$ cat src/rtl/msk_fifo.sv
// Masked-entry FIFO. It stores d-share masked words verbatim and never combines
// the shares of a bit. Entries are zeroed on pop, on flush and on reset, so no
// share data lingers in a slot that has been freed.
module msk_fifo #(
    parameter int d     = 2,
    parameter int count = 8,
    parameter int DEPTH = 4,
    localparam int W    = count * d,
    localparam int AW   = $clog2(DEPTH)
) (
    input  logic         clk,
    input  logic         rst_n,
    input  logic         flush,
    input  logic [W-1:0] in_data,
    input  logic         in_valid,
    output logic         in_ready,
    output logic [W-1:0] out_data,
    output logic         out_valid,
    input  logic         out_ready,
    output logic [AW:0]  level
);

    localparam logic [AW:0] FULL = DEPTH[AW:0];

    logic [DEPTH-1:0][W-1:0] mem;
    logic [AW-1:0]           wptr;
    logic [AW-1:0]           rptr;
    logic                    push;
    logic                    pop;

    // Handshakes are taken only from registered occupancy, so neither ready
    // nor valid depends on the other side in the same cycle.
    assign in_ready  = (level != FULL);
    assign out_valid = (level != '0);
    assign push      = in_valid && in_ready && !flush;
    assign pop       = out_valid && out_ready && !flush;

    // The head is exposed only while valid, so an empty FIFO drives zero.
    assign out_data  = out_valid ? mem[rptr] : '0;

    // Pointers and occupancy. Flush wins over any handshake in that cycle.
    always_ff @(posedge clk or negedge rst_n) begin
        if (!rst_n) begin
            wptr  <= '0;
            rptr  <= '0;
            level <= '0;
        end else if (flush) begin
            wptr  <= '0;
            rptr  <= '0;
            level <= '0;
        end else begin
            if (push) wptr <= wptr + 1'b1;
            if (pop)  rptr <= rptr + 1'b1;
            if (push && !pop)      level <= level + 1'b1;
            else if (pop && !push) level <= level - 1'b1;
        end
    end

    // Entry storage. Push and pop never address the same slot in one cycle:
    // the pointers are equal only when the FIFO is empty (no pop possible) or
    // full (no push possible).
    always_ff @(posedge clk or negedge rst_n) begin
        if (!rst_n) begin
            mem <= '0;
        end else if (flush) begin
            mem <= '0;
        end else begin
            for (int i = 0; i < DEPTH; i++) begin
                if (push && wptr == AW'(i))     mem[i] <= in_data;
                else if (pop && rptr == AW'(i)) mem[i] <= '0;
            end
        end
    end

endmodule

$ cat config.mk
export PLATFORM = sky130hd
export DESIGN_NAME = msk_fifo
export DESIGN_NICKNAME = d
export VERILOG_FILES = /design/src/rtl/msk_fifo.sv
export SDC_FILE = /design/constraint.sdc
export NUM_CORES = 1
export LEC_CHECK = 0
export ABC_AREA = 0
export CORE_MARGIN = 3
export CORE_UTILIZATION = 40
export CTS_CLUSTER_SIZE = 14
export DETAILED_ROUTE_END_ITERATION = 10
export DONT_BUFFER_PORTS = 1
export GPL_TIMING_DRIVEN = 0
export HOLD_SLACK_MARGIN = 0.05
export PLACE_DENSITY = 0.68
export SETUP_SLACK_MARGIN = 0.3
export SLEW_MARGIN = 20
export SYNTH_ARGS = -nofsm -noshare
export SYNTH_HDL_FRONTEND = slang
export SYNTH_SLANG_ARGS = --single-unit
$ cat constraint.sdc
create_clock -name clk -period 2.1 [get_ports clk]
set_clock_uncertainty 0.05 [all_clocks]
set_input_delay 0.21 -clock clk [delete_from_list [all_inputs] [get_ports clk]]
set_output_delay 0.21 -clock clk [all_outputs]
set_load 0.005 [all_outputs]
==> flow_metrics.env <==
export IMPL_status="finished, violations left"
export IMPL_failed_checks="hold timing, setup timing"
export IMPL_stdcell_area_um2=4690
export IMPL_grt_first_pass_wirelength_um=15000
export IMPL_total_power_mw=4.96
export IMPL_rsz0062_at_grt="true"
export IMPL_hold_buffers=16
export IMPL_vias=2487
export IMPL_finalSetupTns_ps=-262
export IMPL_tightest_slew_ps=516
export IMPL_gp_congestion=0.794
export IMPL_syn_avg_cell_area_um2=13.8
export IMPL_antenna_cells=0
export IMPL_crit_fanout=6
export IMPL_routedWlPerCell_um=21.7
export IMPL_grtUsageTotal_pct=19.6
export IMPL_fin_nets=341
export IMPL_drive_above_1_share_pct=37.3
export IMPL_layout_setup_ws_ps=-51.0
export IMPL_cp_arrival_ps=2370
export IMPL_seq_area_frac_synth_pct=50.6
export IMPL_portBuffers=0
export IMPL_grt_pass1_vias=2697
export IMPL_cts_sinks=71
export IMPL_clockBufferDepth=2
export IMPL_first_pass_iters=4
export IMPL_syn_area_um2=3510
export IMPL_hold_violations=71
export IMPL_ys_ff_latch=71
export IMPL_synthTopCellsByCount="71 x dfrtp_1, 64 x a22o_1, 17 x nor2b_1, 16 x mux4_2"
export IMPL_fin_util_pct=55.9
export IMPL_synth_edf_count=0
export IMPL_ctsHtreeMaxLevel=3
export IMPL_yosysMostFrequentCell="dfrtp_1"
export IMPL_worstPathCellList="buf_6, nor3b_4, inv_2, buf_8, and3_4, fa_2, and3b_1, a21o_1, a211oi_2"
export IMPL_synth_largest_area_cell="dfrtp_1"
export IMPL_end_kind="flip-flop"
export IMPL_rows=33
export IMPL_cts_root_buf="clkbuf_8"
export IMPL_grt_max_degree=72
export IMPL_max_freq_mhz=465
export IMPL_slew_headroom_pct=65.6
export IMPL_period_share_pct=102
export IMPL_dp_cells=360
export IMPL_grt_overflow=0
export IMPL_synthTopCellsByArea="dfrtp_1 51%, a22o_1 16%, mux4_2 10%"
export IMPL_max_stage_delay_ps=400
export IMPL_post_route_drc_count=0
export IMPL_maxSlewViolCount=0
export IMPL_fin_hold_ws_ps=-506
export IMPL_dp_hpwl_um=5120
export IMPL_cp_start_kind="flip-flop"
export IMPL_ys_flop_type="dfrtp_1"
export IMPL_place_area_um2=3680
export IMPL_die_area_um2=9930
export IMPL_yosys_cell_types_count=32
export IMPL_antenna_found_initial=0
export IMPL_yosysWarnings=0
export IMPL_setup_viol=7
export IMPL_synthesis_nets=285
export IMPL_hp_class="in -> async"
export IMPL_required_ps=2310
export IMPL_layout_cells_non_filler=421
export IMPL_start_util_pct=41.9
export IMPL_vdd_drop_max_v=0.000829
export IMPL_async_flop_share_pct=100
export IMPL_io_pins=42
export IMPL_die_y_um=99.7
export IMPL_coreArea_um2=8380
export IMPL_cts_tree="done"
export IMPL_worstSetupPathType="reg -> reg"
export IMPL_cts_inserted_buffers=9
export IMPL_drt_wl_total_um=9140
export IMPL_via_per_inst=5.91
export IMPL_cts_reportedPaths_clkPinSlew_ps=90
export IMPL_antenna_left=0
export IMPL_area_delta_synth_final_pct=33.7
export IMPL_syn_inst=255
export IMPL_chipWidth_um=99.7
export IMPL_synth_top_cell_area_share_pct=50.6
export IMPL_detailedRoute_firstIterationViolations=210
export IMPL_cap_violations=0
export IMPL_crit_path_top_delay_cell="dfrtp_1"
export IMPL_period_minus_slack_ps=2150
export IMPL_p_leak_nw=2.11
export IMPL_clk_latency_ps=350
export IMPL_pwr_density_cell_nw_per_um2=1060
cells by family (layout without fill, tap and decap cells):
logic type,after synthesis,count (layout),synth area share [%]
AO/OA/AOI/OAI,84,84,22.4
flip-flops,71,71,50.6
AND/OR/NAND/NOR,36,36,6.10
buffers and inverters,34,95,5.67
multiplexers,20,20,11.5
adder cells (fa/ha/maj),9,9,3.42
XOR/XNOR,1,1,0.250
metal layers:
metal  global-route usage, %  share of wire (%)  vias up
met4                    4.20                1.3        0
met3                    6.45                7.2       13
li1                        -                  -     1098
met5                       0                  0        -
met2                    30.4                 49       88
met1                    26.9                 43     1288
cell usage in the layout (no fill, tap or decap), types with 3 or more instances in the layout:
cell type       n
buf_8           3
nor2b_4        16
o311a_1         3
o21ai_0         3
inv_2           3
nor2_1          9
inv_1           7
buf_6          19
dlygate4sd3_1  16
clkbuf_8       11
mux4_2         16
a311oi_4        4
buf_12          5
dfrtp_1        71
bufbuf_16       3
and3_4          3
buf_4          15
a22o_1         64
ha_1            8
flip-flops by register name, summed over array words and instances, names as in the netlist:
signal  cells
mem        64
level       3
rptr        2
wptr        2
critical path, delay by kind of cell (launching register included):
| family | cells | cell delay [ps] |
|---|---|---|
| simple gates | 3 | 600 |
| flops | 1 | 400 |
| buf+inv | 3 | 350 |
| compound gates | 2 | 350 |
| fa+ha+maj | 1 | 340 |
repair_timing:
item	4_1_cts	5_1_grt
endpoints found under the setup margin	84	85
resized for setup	73	10
hold endpoints to repair	135	71
pin swaps	20	6
setup buffers	19	3
gates cloned	7	0
where the power goes:
group	total, mW	switching (mW)	internal, mW
registers	1.58	0.0944	1.49
clock network	1.26	0.571	0.685
logic	2.12	0.985	1.14
total	4.96	1.65	3.31
worst paths after layout:
path,from,endpoint,slack [ps],cells after the start
max reg2reg,level[2]$_DFFE_PN0P_,level[2]$_DFFE_PN0P_,-50,9
min reg2reg,mem[55]$_DFFE_PN0P_,mem[55]$_DFFE_PN0P_,450,1
min,rst_n,mem[27]$_DFFE_PN0P_,-510,0
max,level[2]$_DFFE_PN0P_,level[2]$_DFFE_PN0P_,-50,9
min in group clk,flush,mem[17]$_DFFE_PN0P_,170,3
max in group asynchronous,rst_n,mem[34]$_DFFE_PN0P_,2390,0
through the flow:
step | setup slack [ps] | hold slack, ps
after floorplan | 6.47 | -136
after global placement | -317 | -134
after detailed placement | -364 | -134
after CTS | -57.1 | -521
after global routing | -118 | -534
final | -51.0 | -506
layout make-up:
| cell class | instances | area, um2 |
|---|---|---|
| sequential | 71 | 1780 |
| inverter | 10 | 37.5 |
| clock inverter | 7 | 105 |
| tap | 105 | 131 |
| multi-input combinational | 150 | 1710 |
| fill | 692 | 3690 |
| clock buffer | 9 | 124 |
| buffer | 24 | 259 |
| timing repair buffer | 45 | 548 |
(Power assumes the default switching activity.)
